## src/rtl/ddma_cmd_arbiter.sv

```systemverilog
`default_nettype none
// ============================================================================
//  Module      : ddma_cmd_arbiter
//  Description : Round-robin arbiter that lets NUM_REQ requesters share one
//                DDMA engine. Issues one start command per granted request,
//                supervises start and completion, and returns a done/err
//                pulse to the owning requester.
//  Revision    : 1.0  initial release
// ============================================================================
module ddma_cmd_arbiter #(
    parameter int NUM_REQ          = 4,
    parameter int MEMORY_BUS_WIDTH = 32,
    parameter int START_TIMEOUT    = 16,
    localparam int AW              = MEMORY_BUS_WIDTH - 2,
    localparam int IW              = $clog2(NUM_REQ)
) (
    input  logic                  clock,
    input  logic                  reset,
    input  logic [NUM_REQ-1:0]    req_valid_i,
    output logic [NUM_REQ-1:0]    req_ready_o,
    input  logic [NUM_REQ*AW-1:0] req_addr_i,
    input  logic [NUM_REQ*AW-1:0] req_nbytes_i,
    output logic [NUM_REQ-1:0]    done_o,
    output logic [NUM_REQ-1:0]    err_o,
    output logic [AW-1:0]         dma_addr_o,
    output logic [AW-1:0]         dma_nbytes_o,
    output logic                  dma_cmd_o,
    input  logic [4:0]            dma_status_i,
    input  logic [4:0]            dma_irq_i,
    output logic                  busy_o,
    output logic [IW-1:0]         grant_id_o
);

    localparam int CW = $clog2(START_TIMEOUT) + 1;

    typedef enum logic [2:0] {
        ST_IDLE       = 3'd0,
        ST_ISSUE      = 3'd1,
        ST_WAIT_START = 3'd2,
        ST_WAIT_DONE  = 3'd3,
        ST_RESP       = 3'd4
    } state_t;

    state_t          state_q, state_d;
    logic [IW-1:0]   last_grant_q, last_grant_d;
    logic [IW-1:0]   grant_id_q, grant_id_d;
    logic [AW-1:0]   addr_q, addr_d;
    logic [AW-1:0]   nbytes_q, nbytes_d;
    logic [CW-1:0]   cnt_q, cnt_d;
    logic            err_q, err_d;
    logic            arm_q, arm_d;

    logic [AW-1:0]   addr_arr   [NUM_REQ];
    logic [AW-1:0]   nbytes_arr [NUM_REQ];
    logic            win_found;
    logic [IW-1:0]   win_idx;
    logic [IW-1:0]   cand;
    logic            grant_en;
    logic            completion;
    logic            unused_bits;

    // Status bits 4:3 and interrupt bits 4:1 carry nothing this block needs.
    assign unused_bits = ^{dma_status_i[4:3], dma_irq_i[4:1]};

    // Split the flat request buses into per-requester fields.
    for (genvar k = 0; k < NUM_REQ; k++) begin : g_unpack
        assign addr_arr[k]   = req_addr_i[k*AW +: AW];
        assign nbytes_arr[k] = req_nbytes_i[k*AW +: AW];
    end

    assign completion = dma_status_i[1] | dma_irq_i[0];

    // Round-robin search starting just after the most recent owner.
    always_comb begin
        win_found = 1'b0;
        win_idx   = '0;
        cand      = '0;
        for (int i = 1; i <= NUM_REQ; i++) begin
            cand = IW'((int'(last_grant_q) + i) % NUM_REQ);
            if (!win_found && req_valid_i[cand]) begin
                win_found = 1'b1;
                win_idx   = cand;
            end
        end
    end

    // arm_q keeps the first cycle after reset release free of grants.
    assign grant_en = reset && arm_q && (state_q == ST_IDLE) && win_found;

    // Outputs: strobes are gated by reset so nothing leaks while it is held.
    always_comb begin
        req_ready_o = '0;
        done_o      = '0;
        err_o       = '0;
        if (grant_en) begin
            req_ready_o[win_idx] = 1'b1;
        end
        if (reset && (state_q == ST_RESP)) begin
            done_o[grant_id_q] = 1'b1;
            err_o[grant_id_q]  = err_q;
        end
    end

    assign dma_cmd_o    = reset && (state_q == ST_ISSUE);
    assign busy_o       = reset && (state_q != ST_IDLE);
    assign dma_addr_o   = addr_q;
    assign dma_nbytes_o = nbytes_q;
    assign grant_id_o   = grant_id_q;

    // Next-state logic: grant, issue, supervise start/completion, respond.
    always_comb begin
        state_d      = state_q;
        last_grant_d = last_grant_q;
        grant_id_d   = grant_id_q;
        addr_d       = addr_q;
        nbytes_d     = nbytes_q;
        cnt_d        = cnt_q;
        err_d        = err_q;
        arm_d        = 1'b1;
        case (state_q)
            ST_IDLE: begin
                if (grant_en) begin
                    grant_id_d = win_idx;
                    addr_d     = addr_arr[win_idx];
                    nbytes_d   = nbytes_arr[win_idx];
                    if (nbytes_arr[win_idx] == '0) begin
                        err_d   = 1'b1;
                        state_d = ST_RESP;
                    end else begin
                        err_d   = 1'b0;
                        state_d = ST_ISSUE;
                    end
                end
            end
            ST_ISSUE: begin
                cnt_d   = '0;
                state_d = ST_WAIT_START;
            end
            ST_WAIT_START: begin
                if (completion) begin
                    err_d   = dma_status_i[2];
                    state_d = ST_RESP;
                end else if (dma_status_i[0]) begin
                    state_d = ST_WAIT_DONE;
                end else if (cnt_q == CW'(START_TIMEOUT - 1)) begin
                    err_d   = 1'b1;
                    state_d = ST_RESP;
                end else begin
                    cnt_d = cnt_q + 1'b1;
                end
            end
            ST_WAIT_DONE: begin
                if (completion) begin
                    err_d   = dma_status_i[2];
                    state_d = ST_RESP;
                end else if (!dma_status_i[0]) begin
                    err_d   = 1'b1;
                    state_d = ST_RESP;
                end
            end
            ST_RESP: begin
                last_grant_d = grant_id_q;
                state_d      = ST_IDLE;
            end
            default: begin
                state_d = ST_IDLE;
            end
        endcase
    end

    // State register with synchronous active-low reset.
    always_ff @(posedge clock) begin
        if (!reset) begin
            state_q      <= ST_IDLE;
            last_grant_q <= IW'(NUM_REQ - 1);
            grant_id_q   <= '0;
            addr_q       <= '0;
            nbytes_q     <= '0;
            cnt_q        <= '0;
            err_q        <= 1'b0;
            arm_q        <= 1'b0;
        end else begin
            state_q      <= state_d;
            last_grant_q <= last_grant_d;
            grant_id_q   <= grant_id_d;
            addr_q       <= addr_d;
            nbytes_q     <= nbytes_d;
            cnt_q        <= cnt_d;
            err_q        <= err_d;
            arm_q        <= arm_d;
        end
    end

endmodule
`default_nettype wire
```

## config.mk

```make
export PLATFORM = sky130hd
export DESIGN_NAME = ddma_cmd_arbiter
export DESIGN_NICKNAME = d
export VERILOG_FILES = /design/src/rtl/ddma_cmd_arbiter.sv
export SDC_FILE = /design/constraint.sdc
export NUM_CORES = 1
export LEC_CHECK = 0
export ABC_AREA = 1
export BUFFER_PORTS_ARGS = -buffer_cell sky130_fd_sc_hd__buf_2
export CORE_AREA = 2 2 127 129
export CTS_CLUSTER_DIAMETER = 50
export CTS_CLUSTER_SIZE = 14
export DETAILED_ROUTE_END_ITERATION = 12
export DIE_AREA = 0 0 129 131
export GPL_TIMING_DRIVEN = 0
export SLEW_MARGIN = 10
export SYNTH_ARGS = -nofsm -noshare
export SYNTH_HDL_FRONTEND = slang
export SYNTH_SLANG_ARGS = --single-unit
export TNS_END_PERCENT = 5
```

## constraint.sdc

```tcl
create_clock -name clock -period 2.8 [get_ports clock]
set_input_delay 0.14 -clock clock [delete_from_list [all_inputs] [get_ports clock]]
set_output_delay 0.14 -clock clock [all_outputs]
set_load 0.01 [all_outputs]
```

==> impl_metrics.yaml, run 1 <==
outcome:
  status: "completed"
sta:
  fin_crit_ns: 2.76
  period_share_pct: 98.7
  clock_skew_ns: 0.0110
  final_max_slew_viol_count: 0
  fmax_ghz: 0.362
  setup_slack_ns: 0.0350
  setup_viol: 0
  rsz0062_at_grt: "yes"
  setup_tns_ns: 0
  slew_headroom_pct: 55.0
  hold_slack_ns: 0.0878
  final_hold_viol_count: 0
  worst_pin_slew_ns: 0.674
clock_tree:
  htree_num_levels: 3
  cts_buffers: 9
  clock_sinks: 74
  cts_tree: "built"
  clkLatencyLatePin_ns: 0.34
  cts_root_buf: "clkbuf_16"
  clock_path_buffers: 2
  clk_pin_slew_ns: 0.06
global_routing:
  antenna_found_initial: 3
  overflow: 0
  grt_max_degree: 13
  grt_pass1_wl_um: 34400
  grt_util_all_layers_pct: 27.3
  grt_pass1_vias: 6278
detailed_routing:
  final_antenna_net_count: 0
  wl_um: 23700
  dr_total_vias: 6698
  drcViolationCount: 0
  post_drt_wl_per_cell_um: 17.1
  viasPerCell: 4.82
  drt_iter0_drc: 406
  drt_pass1_iterations: 4
logic_synthesis:
  syn_avg_cell_area_um2: 5.80
  synth_top_area_share_pct: 30.9
  synth-async-reset-ratio_pct: 0
  synth_edf_count: 0
  ys_types: 31
  syn-num-nets: 1085
  ys_ff_latch: 74
  synth_area_um2: 4800
  yosysSeqAreaShare_pct: 30.9
  synthFlopType: "dfxtp_1"
  yosys.area.top_type: "dfxtp_1"
  synth.top_cells.by_area: "dfxtp_1 (31%), nand2_1 (30%), nand3_1 (11%)"
  netlist_instances: 827
  netlist_top_cells_count: "nand2_1 (380), nand3_1 (106), dfxtp_1 (74)"
  synth.most_common_cell: "nand2_1"
  synth_warnings: 0
finish:
  stdcell_count: 1389
  drive_above_1_share_pct: 35.4
  finalInstanceArea_um2: 7210
  fin_nets: 1426
  final_core_util_pct: 46.2
  area_growth_pct: 50.4
pwr:
  p_per_area_nw_per_um2: 811
  pwr-share-clk_pct: 21.6
  swShare_pct: 45.0
  p_int_mw: 3.22
  vdd_ir_drop_max_uv: 310
  leakage_nw: 3.91
  comb_power_share_pct: 52.0
  power_frac_seq_pct: 26.4
  power_mw: 5.85
  p_sw_mw: 2.63
floorplan:
  io_pins: 332
  design.core.area_um2: 15600
  row_count: 46
  die-area_um2: 16900
  initial_core_util_pct: 30.7
  die_w_um: 129
  dieHeight_um: 131
placed_design:
  io_buffers: 325
  postPlaceCellArea_um2: 6690
  place_inst: 1368
  hpwl_um: 19100
  dp_slack_ns: -0.206
  gp_congestion: 0.887
setup_path:
  crit_type: "reg2reg"
  crit_arrival_ns: 2.99
  worstSetupStartpointType: "flip-flop"
  critPathMaxFanout: 10
  cp_data_required_time_ns: 3.03
  cp-end-kind: "flip-flop"
flow_run:
  drv_cap: 0
min_path:
  hold_class: "in2reg"
==> cell type report <==
cell class | count | area, um^2
fill | 1736 | 8380
clock buffer | 10 | 239
antenna | 2 | 5.00
sequential | 74 | 1480
clock inverter | 4 | 77.6
buffer | 51 | 290
multi-input combinational | 670 | 3060
inverter | 32 | 123
tap | 216 | 270
timing repair buffer | 330 | 1670
==> cell usage in the layout (no fill, tap or decap), types with 10 or more instances in the layout <==
master    instances
nor3_1           12
nand2_1         374
dfxtp_1          72
inv_1            26
nor2_2           11
nand4_1          26
a22oi_1          12
nand3_1         104
buf_2           333
buf_4            10
nor2_1           44
o21ai_0          35
clkbuf_1         19
nand2_2          10
==> per-layer routing <==
layer / vias up / track usage, % / wire length, um / share of wire [%]
met5: - / 0 / 14 / 0.059
met4: 2 / 9.02 / 537 / 2.3
met3: 34 / 6.80 / 1880 / 7.9
met2: 301 / 52.1 / 12200 / 51
met1: 2972 / 29.3 / 9080 / 38
li1: 3389 / - / - / -
==> final timing paths <==
check	start	to	slack, ns	cells after the start
worst max-delay path	last_grant_q[0]	state_q[0]	0.04	25
worst min-delay path	req_addr_i[31]	dma_addr_o[1]	0.09	5
worst max register to register	last_grant_q[0]	state_q[0]	0.04	25
worst min register to register	dma_addr_o[28]	dma_addr_o[28]	0.47	2
==> state kept, by name (all words and copies together) (netlist names) <==
register	flops
arm_q	1
cnt_q	5
dma_addr_o	30
dma_nbytes_o	30
err_q	1
grant_id_o	2
last_grant_q	2
state_q	3
==> cell families after synthesis <==
group	synth area share, %
AOI/OAI and AO/OA	8.66
buffers and inverters	7.25
DFF	30.9
adders and majority gates	0.522
and+or+nand+nor	52.7
==> worst max-delay path, stage by stage, from the launching register on <==
cell and delay, ns:
dfxtp_2 0.34, inv_2 0.04, buf_4 0.16, nand2_1 0.06, nand2_1 0.07, nand2_1 0.10, nand2_2 0.09, inv_2 0.08
nand2_1 0.06, nand2_2 0.09, nand2_2 0.09, nor2_8 0.17, nor2_4 0.06, buf_4 0.18, nand2_2 0.11, nand2_1 0.09
nor2_4 0.12, nand2_1 0.07, nor2_2 0.14, nand2_1 0.08, nor2_2 0.14, nand2_2 0.09, nand2_1 0.06, nand2_1 0.04
nand2_1 0.05, a21oi_1 0.06
==> power by group through the flow <==
stage          clock, mW  sequential, mW  combinational (mW)
2_1_floorplan          0            1.67                1.56
3_3_place_gp           0            1.55                2.87
3_5_place_dp           0            1.56                2.87
4_1_cts             1.29            1.54                2.92
5_1_grt             1.33            1.58                3.36
6_report            1.26            1.55                3.04
==> what timing repair did <==
item | in CTS | in global routing
gates cloned | 0 | 0
setup buffers | 0 | 4
gates resized for setup | 20 | 50
hold buffers | 1 | 0
endpoints found under the hold margin | 1 | 0
setup endpoints to repair | 21 | 38
pin swaps | 0 | 11
No activity file was read; power rests on OpenSTA's default activity.
==> inputs of run 2 (changes only) <==
--- a/config.mk
+++ b/config.mk
@@ -7,11 +7,12 @@
 export LEC_CHECK = 0
 export ABC_AREA = 1
 export BUFFER_PORTS_ARGS = -buffer_cell sky130_fd_sc_hd__buf_2
-export CORE_AREA = 2 2 127 129
+export CORE_AREA = 2 2 130 132
+export CTS_BUF_LIST = sky130_fd_sc_hd__clkbuf_2 sky130_fd_sc_hd__clkbuf_4 sky130_fd_sc_hd__clkbuf_8
 export CTS_CLUSTER_DIAMETER = 50
 export CTS_CLUSTER_SIZE = 14
 export DETAILED_ROUTE_END_ITERATION = 12
-export DIE_AREA = 0 0 129 131
+export DIE_AREA = 0 0 132 134
 export GPL_TIMING_DRIVEN = 0
 export SLEW_MARGIN = 10
 export SYNTH_ARGS = -nofsm -noshare
==> run 2 against run 1 <==
Against the previous run:
- final area increased by 3.0%
- fmax increased by 1.9%
- clock power decreased by 16%
- first-iteration DRC count decreased by 7.6%
- global-route usage decreased by 0.82 points
- critical path type unchanged
- sequential cell count unchanged
- setup slack improved by 0.052 ns
==> impl_metrics.yaml, run 2 (synthesis results as in run 1) <==
clock_tree:
  clkLatencyLatePin_ns: 0.37
  cts_buffers: 9
  clock_sinks: 74
  clock_path_buffers: 2
  clk_pin_slew_ns: 0.09
  htree_num_levels: 3
  cts_root_buf: "clkbuf_8"
  cts_tree: "built"
setup_path:
  path_common_cell: "nand2_1"
  cp-end-kind: "flip-flop"
  worstSetupStartpointType: "flip-flop"
  cpLargestDelayFamily: "simple AND/OR/NAND/NOR gates"
  critPathMaxStageDelay_ns: 0.33
  worstPathBufferInverterCount: 5
  rrSetupSlack_ns: 0.09
  critPathMaxFanout: 10
  crit_chain: "inv_2, buf_8, buf_6, nand2_2, nand3_2, nand2_2, nor2_4, nand3_4, inv_4, nor2_8, clkbuf_4, nand2_1, nand2_1, nand2_1, nand2_1, nor2_1, nand3_2, nor2_2, nand2_2, o21ai_2, nand2_1, nor2_1"
  cp_data_required_time_ns: 3.11
  crit_arrival_ns: 3.02
  cp_slowest_cell: "dfxtp_2"
  crit_type: "reg2reg"
finish:
  final_common_cell: "nand2_1"
  fin_nets: 1435
  stdcell_count: 1403
  drive_above_1_share_pct: 39.0
  final_cell_mix: "nand2_1 (354), buf_2 (328), nand3_1 (103)"
  fill_cells: 1825
  area_growth_pct: 54.9
  seq_area_um2: 1490
  multi_input_area_um2: 3190
sta:
  fmax_ghz: 0.369
  setup_tns_ns: 0
  worst_pin_slew_ns: 0.710
  setup_slack_ns: 0.0872
  period_share_pct: 96.9
  fin_crit_ns: 2.71
  final_max_slew_viol_count: 0
  rsz0062_at_grt: "yes"
  final_hold_viol_count: 0
  setup_viol: 0
  slew_headroom_pct: 52.7
  clock_skew_ns: 0.0129
pwr:
  leakage_nw: 3.95
  p_per_area_nw_per_um2: 788
  vdd_ir_drop_max_uv: 294
  power_mw: 5.85
outcome:
  status: "completed"
floorplan:
  dieHeight_um: 134
  design.core.area_um2: 16300
  initial_core_util_pct: 29.4
  io_pins: 332
  row_count: 47
  die-area_um2: 17700
  die_w_um: 132
detailed_routing:
  post_drt_wl_per_cell_um: 17.3
  drt_pass1_iterations: 5
  dr_total_vias: 6857
  viasPerCell: 4.89
  wl_um: 24300
  final_antenna_net_count: 0
  drcViolationCount: 0
  drt_iter0_drc: 375
global_routing:
  overflow: 0
  antenna_found_initial: 1
  grt_util_all_layers_pct: 26.4
  grt_max_degree: 14
  grt_pass1_vias: 6641
  grt_pass1_wl_um: 35700
placed_design:
  place_inst: 1372
  dp_slack_ns: -0.262
  hpwl_um: 19300
  io_buffers: 325
  gp_congestion: 0.909
flow_run:
  drv_cap: 0
min_path:
  hold_class: "in2reg"
## run 2: cell count changes in the layout (fill, tap and decap cells not counted), moves of 8 or more
cell       change
clkbuf_8       +8
nand2_2       +18
nor2_1        -14
nor2_2         +9
nand2_1       -20
clkbuf_16      -9
## run 2: tightest hold or removal path: stages
cell,delay [ns]
buf_2,0.07
a22oi_1,0.07
a31oi_1,0.12
## run 2: cell type report
| class | count | share of cell area [%] |
|---|---|---|
| clock buffer | 10 | 1.77 |
| antenna | 1 | 0.0337 |
| timing repair buffer | 339 | 23.6 |
| inverter | 32 | 1.75 |
| multi-input combinational | 670 | 43.0 |
| clock inverter | 6 | 1.52 |
| sequential | 74 | 20.0 |
| tap | 220 | 3.70 |
| buffer | 51 | 4.68 |
## run 2: power by group
| part | switching, mW | leakage (nW) | internal, mW | total [mW] |
|---|---|---|---|---|
| registers | 0.180 | 0.606 | 1.36 | 1.54 |
| clock network | 0.453 | 0.124 | 0.606 | 1.06 |
| logic | 2.06 | 3.22 | 1.19 | 3.25 |
## run 2: worst paths after layout
kind / to / depth (start not counted) / startpoint
worst max-delay path: state_q[2] / 22 / last_grant_q[0]
worst min-delay path: dma_addr_o[13] / 3 / req_addr_i[43]
worst max register to register: state_q[2] / 22 / last_grant_q[0]
worst min register to register: dma_addr_o[27] / 2 / dma_addr_o[27]
## run 2: stage by stage
step / hold WS, ns / area, um^2 / util, %
after floorplan: 0.168 / 4800 / -
after global placement: 0.275 / 6700 / 41.1
after detailed placement: 0.271 / 6700 / 41.1
after CTS: 0.0411 / 7010 / 43.1
after global routing: 0.0630 / 7430 / 45.6
final: 0.0581 / 7430 / 45.6
## run 2: what timing repair did
action | CTS | global route
pin swaps | 1 | 31
endpoints found under the hold margin | 1 | 0
buffers inserted | 1 | 12
hold buffers | 1 | 0
endpoints found under the setup margin | 33 | 37
resized for setup | 24 | 113
## run 2: layer usage
layer	wire (um)	part of all wire [%]	track usage, %	up-vias
li1	-	-	-	3410
met1	9450	39	29.5	3073
met2	12000	49	47.4	324
met3	1960	8.1	6.20	48
met4	879	3.6	12.6	2
met5	10	0.041	0	-
==> inputs of run 3 (changes only) <==
--- a/config.mk
+++ b/config.mk
@@ -14,6 +14,7 @@
 export DETAILED_ROUTE_END_ITERATION = 12
 export DIE_AREA = 0 0 132 134
 export GPL_TIMING_DRIVEN = 0
+export SETUP_SLACK_MARGIN = 0.1
 export SLEW_MARGIN = 10
 export SYNTH_ARGS = -nofsm -noshare
 export SYNTH_HDL_FRONTEND = slang
==> run 3 against run 2 <==
Against the previous run:
- clock skew decreased by 0.00055 ns
- clock-buffer cell count did not move
- register-to-register slack better by 0.02 ns
- sequential power hardly changed
- critical path depth unchanged
- global-route usage up 0.11 points
- core utilization is 0.65 points lower
- via count shrank 0.98%
- hold slack improved by 0.0026 ns
- largest power group unchanged
- sequential cell count did not move
==> impl_metrics.yaml, run 3 (synthesis results as in run 1) <==
floorplan:
  row_count: 47
  die_w_um: 132
  design.core.area_um2: 16300
  initial_core_util_pct: 29.4
  die-area_um2: 17700
  io_pins: 332
  dieHeight_um: 134
sta:
  final_hold_viol_count: 0
  setup_viol: 0
  fmax_ghz: 0.372
  period_share_pct: 96.1
  slew_headroom_pct: 52.9
  setup_tns_ns: 0
  clock_skew_ns: 0.0124
  worst_pin_slew_ns: 0.706
  rsz0062_at_grt: "yes"
  fin_crit_ns: 2.69
  final_max_slew_viol_count: 0
setup_path:
  cp-end-kind: "flip-flop"
  crit_arrival_ns: 2.95
  worstSetupStartpointType: "flip-flop"
  crit_chain: "buf_4, nand2_1, nand2_2, nand2_2, nand2_2, nor2_4, nand3_4, inv_2, nor2_8, buf_4, nand2_1, nand2_1, nand2_1, nand2_1, nor2_1, nand3_1, nor2_2, nand2_2, nand2_1, nand2_1, nand2_1, a21oi_1"
  cp_data_required_time_ns: 3.06
  path_common_cell: "nand2_1"
  critPathMaxFanout: 10
  worstPathBufferInverterCount: 3
  crit_type: "reg2reg"
  cpLargestDelayFamily: "simple AND/OR/NAND/NOR gates"
  cp_slowest_cell: "dfxtp_2"
  critPathMaxStageDelay_ns: 0.33
placed_design:
  postPlaceCellArea_um2: 6700
  place_inst: 1372
  hpwl_um: 19300
  io_buffers: 325
  gp_congestion: 0.909
detailed_routing:
  post_drt_wl_per_cell_um: 17.2
  drt_iter0_drc: 363
  drt_pass1_iterations: 5
  dr_total_vias: 6790
  wl_um: 24000
  final_antenna_net_count: 0
  viasPerCell: 4.85
  drcViolationCount: 0
global_routing:
  grt_util_all_layers_pct: 26.5
  globalRoute.busiestLayer: "met2"
  overflow: 0
  grt_pass1_vias: 6730
  grt_use_met2_pct: 47.5
  grtUsageMet3_pct: 6.31
  antenna_found_initial: 1
  grt_max_degree: 14
  grt_pass1_wl_um: 35900
  grtUsageMet1_pct: 29.4
clock_tree:
  cts_tree: "built"
  htree_num_levels: 3
  clkLatencyLatePin_ns: 0.37
  clk_pin_slew_ns: 0.09
  clock_path_buffers: 2
  cts_buffers: 9
  clock_sinks: 74
  cts_root_buf: "clkbuf_8"
flow_run:
  drv_cap: 0
finish:
  final_cell_mix: "nand2_1 (364), buf_2 (331), nand3_1 (105)"
  final_core_util_pct: 45.0
  area_growth_pct: 52.8
  fin_nets: 1433
  final_common_cell: "nand2_1"
  finalInstanceArea_um2: 7330
  stdcell_count: 1401
  drive_above_1_share_pct: 37.7
  fill_cells: 1845
pwr:
  p_sw_mw: 2.66
  leakage_nw: 3.93
  swShare_pct: 46.0
  pwr-share-clk_pct: 18.3
  p_per_area_nw_per_um2: 789
  power_frac_seq_pct: 26.7
  comb_power_share_pct: 55.0
  p_int_mw: 3.12
  vdd_ir_drop_max_uv: 289
min_path:
  hold_class: "in2reg"
outcome:
  status: "completed"
==> run 3: cell count changes in the layout (fill, tap and decap cells not counted), sizes merged <==
cell    delta
buf        -1
clkbuf     -1
==> run 3: worst paths after layout <==
| kind | slack (ns) | endpoint | cells past startpoint | startpoint |
|---|---|---|---|---|
| max | 0.11 | state_q[0] | 22 | last_grant_q[0] |
| min | 0.06 | dma_addr_o[13] | 3 | req_addr_i[43] |
| max reg2reg | 0.11 | state_q[0] | 22 | last_grant_q[0] |
| min reg2reg | 0.47 | dma_addr_o[27] | 2 | dma_addr_o[27] |
==> run 3: final cells by class <==
cell class              count  area, um^2  area share [%]
repair buffers            337        1720            23.5
clock buffers              10         131            1.79
inverters                  32         123            1.67
flip-flops and latches     74        1490            20.3
diodes                      1        2.50          0.0342
plain buffers              51         334            4.56
well taps                 220         275            3.76
multi-input cells         670        3140            42.9
clock inverters             6         113            1.54
==> run 3: repair_timing <==
item / in CTS / in global routing
gates resized for setup: 42 / 65
hold buffers: 1 / 0
hold endpoints to repair: 1 / 0
endpoints found under the setup margin: 42 / 38
pin swaps: 5 / 19
buffers inserted: 4 / 7
==> run 3: routing by layer <==
layer | share of wire (%) | up-vias
met3 | 7.8 | 47
met1 | 40 | 3033
met2 | 49 | 305
met5 | 0.042 | -
li1 | - | 3403
met4 | 3.8 | 2
==> run 3: worst reg2reg max path, cell delays in order, from the launching register on <==
cell	delay, ns
dfxtp_2	0.33
buf_4	0.17
nand2_1	0.08
nand2_2	0.08
nand2_2	0.08
nand2_2	0.07
nor2_4	0.16
nand3_4	0.12
inv_2	0.12
nor2_8	0.05
buf_4	0.18
nand2_1	0.06
nand2_1	0.11
nand2_1	0.15
nand2_1	0.11
nor2_1	0.11
nand3_1	0.16
nor2_2	0.15
nand2_2	0.08
nand2_1	0.06
nand2_1	0.04
nand2_1	0.05
a21oi_1	0.05
==> run 3: per-stage QoR <==
step                setup WS [ns]  hold WS, ns  power [mW]
finish                      0.110       0.0606        5.78
global route              -0.0655       0.0630        6.21
floorplan                   0.548        0.168        3.24
detailed placement         -0.262        0.271        4.43
CTS                        0.0327       0.0411        5.63
global placement           -0.241        0.275        4.42
==> run 3: power by group through the flow <==
| stage | Sequential, mW | Combinational, mW | Clock [mW] |
|---|---|---|---|
| final | 1.54 | 3.18 | 1.06 |
| after global routing | 1.58 | 3.52 | 1.11 |
| after CTS | 1.54 | 3.02 | 1.08 |
| after detailed placement | 1.56 | 2.87 | 0 |
| after global placement | 1.56 | 2.87 | 0 |
| after floorplan | 1.67 | 1.56 | 0 |
